[src/rtl/square_raster.sv]
// VGA 640x480 raster timing with a once-per-frame latched square overlay.
// Define SQUARE_OUTLINE_EN to draw only a 2-pixel border instead of a solid fill.
module square_raster #(
  parameter logic [9:0] HS_STA = 10'd16,
  parameter logic [9:0] HS_END = 10'd112,
  parameter logic [9:0] HA_STA = 10'd160,
  parameter logic [9:0] VS_STA = 10'd490,
  parameter logic [9:0] VS_END = 10'd492,
  parameter logic [9:0] VA_END = 10'd480,
  parameter logic [9:0] LINE   = 10'd800,
  parameter logic [9:0] SCREEN = 10'd525
) (
  input  logic        i_clk,
  input  logic        i_rst,
  input  logic        i_pix_stb,
  input  logic [11:0] i_x1,
  input  logic [11:0] i_x2,
  input  logic [11:0] i_y1,
  input  logic [11:0] i_y2,
  output logic        o_hs,
  output logic        o_vs,
  output logic        o_blanking,
  output logic        o_active,
  output logic        o_animate,
  output logic        o_screenend,
  output logic [9:0]  o_x,
  output logic [8:0]  o_y,
  output logic        o_draw
);

  localparam logic [9:0] Y_LAST = VA_END - 10'd1;

  logic [9:0]  h_cnt;
  logic [9:0]  v_cnt;
  logic [11:0] sx1, sx2, sy1, sy2;
  logic        line_end;
  logic        ani_end;
  logic        frame_end;

  assign line_end  = i_pix_stb && (h_cnt == LINE - 10'd1);
  assign ani_end   = line_end && (v_cnt == VA_END - 10'd1);
  assign frame_end = line_end && (v_cnt == SCREEN - 10'd1);

  always_ff @(posedge i_clk) begin
    if (i_rst) begin
      h_cnt <= '0;
      v_cnt <= '0;
    end else if (i_pix_stb) begin
      if (h_cnt == LINE - 10'd1) begin
        h_cnt <= '0;
        v_cnt <= (v_cnt == SCREEN - 10'd1) ? 10'd0 : v_cnt + 10'd1;
      end else begin
        h_cnt <= h_cnt + 10'd1;
      end
    end
  end

  always_ff @(posedge i_clk) begin
    if (i_rst) begin
      o_animate   <= 1'b0;
      o_screenend <= 1'b0;
    end else begin
      o_animate   <= ani_end;
      o_screenend <= frame_end;
    end
  end

  // Square edges are sampled only on the frame wrap so a frame never tears.
  always_ff @(posedge i_clk) begin
    if (i_rst) begin
      sx1 <= '0;
      sx2 <= '0;
      sy1 <= '0;
      sy2 <= '0;
    end else if (frame_end) begin
      sx1 <= i_x1;
      sx2 <= i_x2;
      sy1 <= i_y1;
      sy2 <= i_y2;
    end
  end

  assign o_hs       = !((h_cnt >= HS_STA) && (h_cnt < HS_END));
  assign o_vs       = !((v_cnt >= VS_STA) && (v_cnt < VS_END));
  assign o_active   = (h_cnt >= HA_STA) && (v_cnt < VA_END);
  assign o_blanking = !o_active;
  assign o_x        = (h_cnt < HA_STA) ? 10'd0 : h_cnt - HA_STA;
  assign o_y        = (v_cnt >= VA_END) ? Y_LAST[8:0] : v_cnt[8:0];

  logic [11:0] px;
  logic [11:0] py;
  logic        in_box;

  assign px     = {2'b00, o_x};
  assign py     = {3'b000, o_y};
  assign in_box = o_active && (sx1 <= px) && (px < sx2) && (sy1 <= py) && (py < sy2);

`ifdef SQUARE_OUTLINE_EN
  // 13-bit inner bounds keep the +2/-2 shrink from wrapping near the 12-bit limits.
  logic [12:0] ix1, ix2, iy1, iy2;
  logic        narrow;
  logic        interior;

  assign ix1      = {1'b0, sx1} + 13'd2;
  assign ix2      = {1'b0, sx2} - 13'd2;
  assign iy1      = {1'b0, sy1} + 13'd2;
  assign iy2      = {1'b0, sy2} - 13'd2;
  assign narrow   = ((sx2 - sx1) <= 12'd4) || ((sy2 - sy1) <= 12'd4);
  assign interior = (ix1 <= {1'b0, px}) && ({1'b0, px} < ix2) &&
                    (iy1 <= {1'b0, py}) && ({1'b0, py} < iy2);
  assign o_draw   = in_box && (narrow || !interior);
`else
  assign o_draw = in_box;
`endif

endmodule

[config.mk]
export PLATFORM = sky130hd
export DESIGN_NAME = square_raster
export DESIGN_NICKNAME = d
export VERILOG_FILES = /design/src/rtl/square_raster.sv
export SDC_FILE = /design/constraint.sdc
export NUM_CORES = 1
export LEC_CHECK = 0
export BUFFER_PORTS_ARGS = -buffer_cell sky130_fd_sc_hd__buf_4
export CAP_MARGIN = 10
export CORE_MARGIN = 1
export CORE_UTILIZATION = 30
export CTS_BUF_LIST = sky130_fd_sc_hd__clkbuf_8
export DETAILED_ROUTE_END_ITERATION = 6
export GPL_TIMING_DRIVEN = 0
export PLACE_DENSITY = 0.54
export SYNTH_ARGS = -nofsm -noshare
export SYNTH_HDL_FRONTEND = slang
export SYNTH_SLANG_ARGS = --single-unit
[constraint.sdc]
create_clock -name i_clk -period 2.7 [get_ports i_clk]
set_input_delay 0.135 -clock i_clk [delete_from_list [all_inputs] [get_ports i_clk]]
set_output_delay 0.135 -clock i_clk [all_outputs]
set_load 0.05 [all_outputs]
# Yosys cells after proc, flatten, opt, wreduce, memory -nomap -nowiden
# Index checks and enable logic that the tools add are counted.
[totals]
regBits = 70
in_bits = 51
out_inout_bits = 26
elab_cells = 44
[op_classes]
n_addsub = 3
order_cmp = 12
n_eq_ne = 3
n_mux = 4
reduce_logical = 14
[ops]
columns = ["operator", "n"]
rows = [
  ["2-to-1 mux 10 bit", 3],
  ["adder 10 x 1 -> 10 bit, second input constant", 2],
  ["== test 10 bit, second input constant", 2],
  ["greater-or-equal comparator 10 x 9 -> 1 bit, second input constant", 2],
  ["< comparator 10 x 9 -> 1 bit, second input constant", 2],
  ["less-or-equal comparator 12 x 10 -> 1 bit", 1],
  ["less-or-equal comparator 12 x 9 -> 1 bit", 1],
  ["< comparator 10 x 12 -> 1 bit", 1],
  ["< comparator 9 x 12 -> 1 bit", 1],
  ["== test 10 x 9 -> 1 bit, second input constant", 1],
  ["greater-or-equal comparator 10 x 5 -> 1 bit, second input constant", 1],
  ["greater-or-equal comparator 10 x 8 -> 1 bit, second input constant", 1],
  ["logical AND 1 bit", 10],
  ["< comparator 10 x 7 -> 1 bit, second input constant", 1],
  ["< comparator 10 x 8 -> 1 bit, second input constant", 1],
  ["subtractor 10 x 8 -> 10 bit, second input constant", 1],
  ["2-to-1 mux 9 bit", 1],
  ["zero test 1 bit", 3],
  ["AND reduction 2 bit", 1],
]

# Depth between registers and ports, before layout
# Gate-level depths: netlist of run 1.
[depth]
word_depth = 7
mapped_depth = 12
mapped_depth_nobuf = 12

# Worst setup path after synthesis of run 1
# Ideal clock, no wire load.
[synth_path]
path_type = "flip-flop to output port"
from = "register h_cnt[5]"
to = "output port o_draw"
arrival_time_ns = 4.289
required_time_ns = 2.565
path_slack_ns = -1.724
stages_incl_launch_ff = 13
path_buffers = 0
cell_sequence = "dfxtp_1 -> inv_1 -> ha_1 -> nor2b_1 -> o21ai_0 -> o21a_1 -> inv_1 -> ha_1 -> a21o_1 -> a221o_1 -> a2111oi_0 -> o211ai_1 -> nor4b_1"
[synth_via]
elab_chain_cells = 7
word_cells_on_any_way = 11
classes_between = "add/sub (1); order compare (4); mux (1); reduce/logical (5)"
[synth_rtl]
columns = ["element", "line_no", "rtl"]
rows = [
  ["from (decl)", "33", "logic [9:0] h_cnt;"],
  ["from (signal assigned)", "53", "h_cnt <= h_cnt + 10'd1;"],
  ["subtractor 10 x 8 -> 10 bit or < comparator 10 x 8 -> 1 bit (tied branches)", "87", "assign o_x = (h_cnt < HA_STA) ? 10'd0 : h_cnt - HA_STA;"],
  ["2-to-1 mux 10 bit *", "87", ""],
  ["via o_x[9]", "26", "output logic [9:0] o_x,"],
  ["less-or-equal comparator 12 x 10 -> 1 bit", "96", "assign in_box = o_active && (sx1 <= px) && (px < sx2) && (sy1 <= py) && (py < sy2);"],
  ["logical AND 1 bit", "96", ""],
  ["logical AND 1 bit * (3 in a row)", "96", ""],
  ["to (decl)", "28", "output logic o_draw"],
]
# The timed path passes the listed nets; every way through them passes the cells marked *.

# Worst setup path in the final report of run 1
[layout_path]
from = "register v_cnt[5]"
to = "output port o_draw"
[layout_via]
elab_chain_cells = 6
word_cells_on_any_way = 10
classes_between = "order compare (4); mux (1); reduce/logical (5)"
[layout_rtl]
columns = ["element", "line_no", "rtl"]
rows = [
  ["from (decl)", "34", "logic [9:0] v_cnt;"],
  ["from (signal assigned)", "51", "v_cnt <= (v_cnt == SCREEN - 10'd1) ? 10'd0 : v_cnt + 10'd1;"],
  ["parallel branches: the longest is 5 deep, another holds less-or-equal comparator 12 x 9 -> 1 bit", "-", ""],
  ["logical AND 1 bit *", "96", ""],
]
# Mark *: on every way between the ends.

==> results of run 1 <==
==> flip-flops by register name, summed over array words and instances, names as in the netlist <==
signal	cells
v_cnt	10
o_animate	1
sx2	12
o_screenend	1
sy1	12
h_cnt	10
sx1	12
sy2	12
==> cells in the mapped netlist, drive strengths merged (4+ instances only) <==
cell type	count
a21o	6
a21oi	15
a22o	29
buf	10
clkbuf	6
dfxtp	70
ha	43
inv	44
nand2	44
nand3	9
nand4	14
nor2	27
nor2b	5
nor4b	4
o211ai	4
o21ai	27
or2	8
or3	6
xnor2	6
xor2	10
==> worst max-delay path by stage <==
stage / slack, ns / start / cells past startpoint / end
2_1_floorplan: -0.34 / h_cnt[6] / 12 / o_draw
3_3_place_gp: -0.45 / h_cnt[7] / 11 / o_draw
3_5_place_dp: -0.45 / h_cnt[7] / 12 / o_draw
4_1_cts: -0.60 / h_cnt[5] / 13 / o_draw
5_1_grt: -0.67 / h_cnt[5] / 11 / o_draw
6_report: -0.48 / v_cnt[5] / 10 / o_draw
==> stage by stage <==
stage / instance area, um^2 / setup slack (ns) / TNS, ns / total power, mW
finish: 4960 / -0.475 / -0.475 / 1.91
floorplan: 3750 / -0.340 / -0.340 / 1.09
global placement: 4500 / -0.445 / -0.445 / 1.16
detailed placement: 4500 / -0.447 / -0.447 / 1.16
global route: 4960 / -0.669 / -0.669 / 1.99
CTS: 4940 / -0.599 / -0.599 / 1.94
==> repair_timing <==
| action | in CTS | in global routing |
|---|---|---|
| pin swaps | 3 | 2 |
| resized for setup | 9 | 4 |
| hold buffers | 23 | 0 |
| setup buffers | 3 | 1 |
| endpoints found under the hold margin | 23 | 0 |
| setup endpoints to repair | 1 | 1 |
==> metal layers <==
metal / up-vias / share of wire / track usage
met5: - / 0 / 0
met1: 1531 / 0.49 / 0.207
met3: 6 / 0.047 / 0.0364
met4: 0 / 0.0075 / 0.0377
met2: 79 / 0.46 / 0.268
li1: 1683 / - / -
==> area by class of cell <==
type	count	share of cell area
multi-input combinational	287	0.426
sequential	70	0.283
timing repair buffer	102	0.167
tap	147	0.0371
inverter	44	0.0348
clock buffer	11	0.0305
buffer	14	0.0181
clock inverter	4	0.00328
==> power groups by stage <==
stage,Combinational [mW],Clock (mW),Sequential (mW)
final,0.121,0.746,1.04
after global routing,0.132,0.815,1.04
after CTS,0.123,0.774,1.04
after detailed placement,0.0960,0,1.06
after global placement,0.0950,0,1.06
after floorplan,0.0268,0,1.06
==> cells by family (layout without fill, tap and decap cells) <==
kind of cell,after synthesis,in the layout
buffers and inverters,60,175
AOI/OAI and AO/OA,91,91
adders and majority gates,43,43
muxes,3,3
and+or+nand+nor,134,134
xor gates and xnor gates,16,16
DFF,70,70
==> worst max-delay path: cells and delay by family, from the launching register on <==
kind            cells  cell delay, ns
buf+inv             1            0.20
simple gates        4            0.90
fa+ha+maj           1            0.27
compound gates      4            0.82
flops               1            0.51
==> impl_metrics.ini, run 1 <==
[timing]
finalHoldViolCount = 0
maxSlewHeadroom = 0.658
fin_ws_ns = -0.475
hold_ws_ns = 0.0122
worst_clock_skew_ns = 0.0102
final-setup-viol-count = 1
slew_viol_final = 0
period_share = 1.18
timing.fmax_mhz = 315
worst_pin_slew_ns = 0.509
rsz0062_at_grt = true
min_period_ns = 3.18

[detailed_routing]
viasPerCell = 4.86
via_count = 3299
wl_mm = 9.94
wl_per_cell_um = 14.6
first_pass_iters = 4
drc = 0
ant_nets = 0
drt_iter0_markers = 93

[die]
start_util = 0.307
fp.dieH_um = 113
dieArea_um2 = 12800
coreArea_um2 = 12000
rows = 40
dieWidth_um = 113
pin_count = 77

[layout]
diodes = 0
postLayoutCoreUtil = 0.413
nFillCells = 1209
multi_input_area_um2 = 2120
drive_gt1_frac = 0.242
areaGrowthSynthToFinish_pct = 34.4
seq_area_um2 = 1410
layout_commonest_cell = buf_4
final_nets = 622
final_cells = 679
final_cell_mix = buf_4 (80), dfxtp_1 (68), inv_1 (43), nand2_1 (43), ha_1 (41)

[power_and_ir_drop]
share_comb_of_total_power = 0.064
p_clk_frac = 0.391
pwr-share-seq = 0.545
peakVddDrop_v = 0.000235
swShare = 0.224
powerDensity_nw_per_um2 = 384
p_sw_mw = 0.427
internal-power_mw = 1.48
p_leak_nw = 2.24

[critical_path]
rr_worst_depth = 8
cp.arrival_ns = 3.04
slowest_stage = dfxtp_1
crit_path_max_incr_delay_ns = 0.51
critPathRequiredTime_ns = 2.57
cp-end-kind = primary output
cp-start-kind = register
r2r_setup_slack_ns = 0.38
crit_chain = nand4_1, nor2b_2, nand2_1, ha_1, a21o_1, a221o_1, o21ai_0, o211ai_1, nor4b_4, buf_6
r2r-end = sy2[8]
path_max_fanout = 8
crit_type = reg2out
r2r-start = h_cnt[0]

[run_status]
failed_checks = negative setup slack
status = finished with violations

[cts]
cts-root-buf = clkbuf_8
clock_latency_ns = 0.34
cts.path.max_buffers = 2
cts.sinks = 70
cts_buffers = 9
clkTransAtPathRegs_ns = 0.07
htreeDepth = 3
cts_tree = yes

[synth]
synth_fp_nets = 511
yosys.cell_types.count = 46
synth_top_family_by_area = simple AND/OR/NAND/NOR gates
yosys.area_share.adder = 0.146
syn-cell-area_um2 = 3690
synth-simple-area-share = 0.188
synth-compound-area-share = 0.170
syn_area_per_cell_um2 = 8.86
synthMuxAreaShare = 0.00813
ys_seq_area_frac = 0.379
postSynth.asyncResetShare = 0
ys.flop_type = dfxtp_1
netlist_top_cells_area = dfxtp_1 (38%), ha_1 (15%), a22o_1 (6.9%)
ys_seq_elements = 70
yosys.area.top_type_share = 0.379
netlist_instances = 417
synthXorXnorAreaFrac = 0.0379
yosysTopAreaCell = dfxtp_1
synth_enable_flop_cells = 0
yosys_warnings = 0

[global_routing]
grt_usage = 0.159
grt_pass1_wl_mm = 15.9
gr-total-overflow = 0
grt_max_degree = 11
grt_pass1_vias = 3188
antenna_found_initial = 0

[placed_design]
hpwl_mm = 7.57
routabilityCongestion = 0.814
port_buffers = 75
dp.cells = 639

[hold_path]
hold_end = sy1[3]
hold_path_depth = 2
min_from = i_y1[3]
min-delay-path-class = in2reg

[job]
maxCapViolCount = 0
No activity file was read; power rests on OpenSTA's default activity.
==> run 2: changes to the inputs <==
- BUFFER_PORTS_ARGS: -buffer_cell sky130_fd_sc_hd__buf_4 -> -buffer_cell sky130_fd_sc_hd__buf_2
==> run 2 against run 1 <==
  * The flow still finishes with violations (negative setup slack)
  * Hold slack gained 0.019 ns
  * Largest power group unchanged
  * Routed wire length grew 0.56%
  * Core utilization grew 0.69 points
  * Highest routed layer unchanged
  * Die area is the same
  * First-iteration DRC count grew 55%
  * Register-to-register slack is essentially flat
  * Clock skew shrank 0.0020 ns
==> impl_metrics.ini, run 2 (synthesized netlist as in run 1, its figures left out) <==
[power_and_ir_drop]
powerDensity_nw_per_um2 = 420
p_leak_nw = 2.28
peakVddDrop_v = 0.000194

[timing]
timing.fmax_mhz = 305
slew_viol_final = 0
worst_clock_skew_ns = 0.00821
period_share = 1.22
rsz0062_at_grt = true
finalHoldViolCount = 0
min_period_ns = 3.28
setup-tns-final_ns = -0.581
maxSlewHeadroom = 0.636
fin_ws_ns = -0.581
final-setup-viol-count = 1
worst_pin_slew_ns = 0.542

[critical_path]
critPathRequiredTime_ns = 2.57
path_max_fanout = 7
r2r-end = sy2[8]
cp-end-kind = primary output
crit_type = reg2out
r2r-start = h_cnt[0]
cp-start-kind = register
cp.arrival_ns = 3.15
r2r_setup_slack_ns = 0.37
rr_worst_depth = 8

[cts]
clock_latency_ns = 0.36
htreeDepth = 3
cts.sinks = 70
clkTransAtPathRegs_ns = 0.08
cts_tree = yes
cts-root-buf = clkbuf_8
cts_buffers = 9
cts.path.max_buffers = 2

[global_routing]
top_usage_layer = met2
antenna_found_initial = 0
gr-total-overflow = 0
grt_pass1_wl_mm = 16.5
grt_max_degree = 14
grt_usage = 0.168
grt_use_met2 = 0.272
grt_use_met1 = 0.218
grt_pass1_vias = 3334
grt_util_met3 = 0.0552

[job]
maxCapViolCount = 0

[die]
rows = 40
dieArea_um2 = 12800
start_util = 0.307
pin_count = 77
dieWidth_um = 113
fp.dieH_um = 113
coreArea_um2 = 12000

[placed_design]
port_buffers = 75
routabilityCongestion = 0.831
hpwl_mm = 7.47
dp.cells = 639

[layout]
layout_commonest_cell = buf_2
diodes = 0
areaGrowthSynthToFinish_pct = 36.6
final_nets = 644
final_cells = 702
final_cell_mix = buf_2 (79), dfxtp_1 (68), dlygate4sd3_1 (47)
drive_gt1_frac = 0.231

[detailed_routing]
wl_mm = 10.0
drt_iter0_markers = 144
wl_per_cell_um = 14.2
via_count = 3360
viasPerCell = 4.79
drc = 0
first_pass_iters = 4
ant_nets = 0

[hold_path]
min-delay-path-class = in2reg
hold_end = sx1[2]
min_from = i_x1[2]
hold_path_depth = 2

[run_status]
failed_checks = negative setup slack
status = finished with violations
run 2: final cells by class:
type	count	area (um^2)
plain buffers	14	90.1
clock buffers	9	124
clock inverters	7	98.8
fillers	1209	6970
inverters	44	175
multi-input cells	287	2100
flip-flops and latches	70	1410
well taps	147	184
repair buffers	124	867
run 2: repair_timing:
item                                   in CTS  in global routing
resized for setup                          10                  1
setup endpoints to repair                   1                  1
setup buffers                               2                  0
pin swaps                                   3                  1
hold buffers                               47                  0
endpoints found under the hold margin      47                  0
run 2: critical path, stage by stage, from the launching register on:
cell        delay [ns]
dfxtp_2           0.36
inv_2             0.09
ha_4              0.15
nor2b_1           0.04
o21ai_1           0.12
o21a_1            0.22
clkinvlp_4        0.14
ha_4              0.22
a21o_1            0.15
a221o_1           0.32
a2111oi_4         0.22
o211ai_1          0.24
nor4b_4           0.30
buf_6             0.20
run 2: stage by stage:
step | util | worst slack (ns) | total power [mW] | hold slack (ns) | area [um^2]
floorplan | - | -0.340 | 1.09 | 0.200 | 3750
global placement | 0.359 | -0.513 | 1.14 | 0.331 | 4310
detailed placement | 0.359 | -0.532 | 1.14 | 0.333 | 4310
CTS | 0.420 | -0.684 | 2.15 | 0.000612 | 5040
global route | 0.420 | -0.746 | 2.22 | 0.0240 | 5050
finish | 0.420 | -0.581 | 2.12 | 0.0314 | 5050
run 2: worst max path at each step:
stage / startpoint / end / slack, ns / cells past startpoint
floorplan: h_cnt[6] / o_draw / -0.34 / 12
global placement: h_cnt[7] / o_draw / -0.51 / 11
detailed placement: h_cnt[7] / o_draw / -0.53 / 12
CTS: h_cnt[6] / o_draw / -0.68 / 13
global route: h_cnt[6] / o_draw / -0.75 / 13
finish: h_cnt[6] / o_draw / -0.58 / 13
run 2: report_power, final:
group	total (mW)	internal, mW	switching, mW	leakage (nW)
Combinational	0.128	0.0809	0.0470	1.62
Clock	0.953	0.520	0.432	0.0977
Sequential	1.04	1.03	0.00489	0.565
Total	2.12	1.63	0.484	2.28
run 2: metal layers:
| metal | wire length (um) | part of all wire |
|---|---|---|
| met1 | 4940 | 0.49 |
| met2 | 4490 | 0.45 |
| met3 | 488 | 0.049 |
| met4 | 79 | 0.0079 |
| met5 | 0 | 0 |
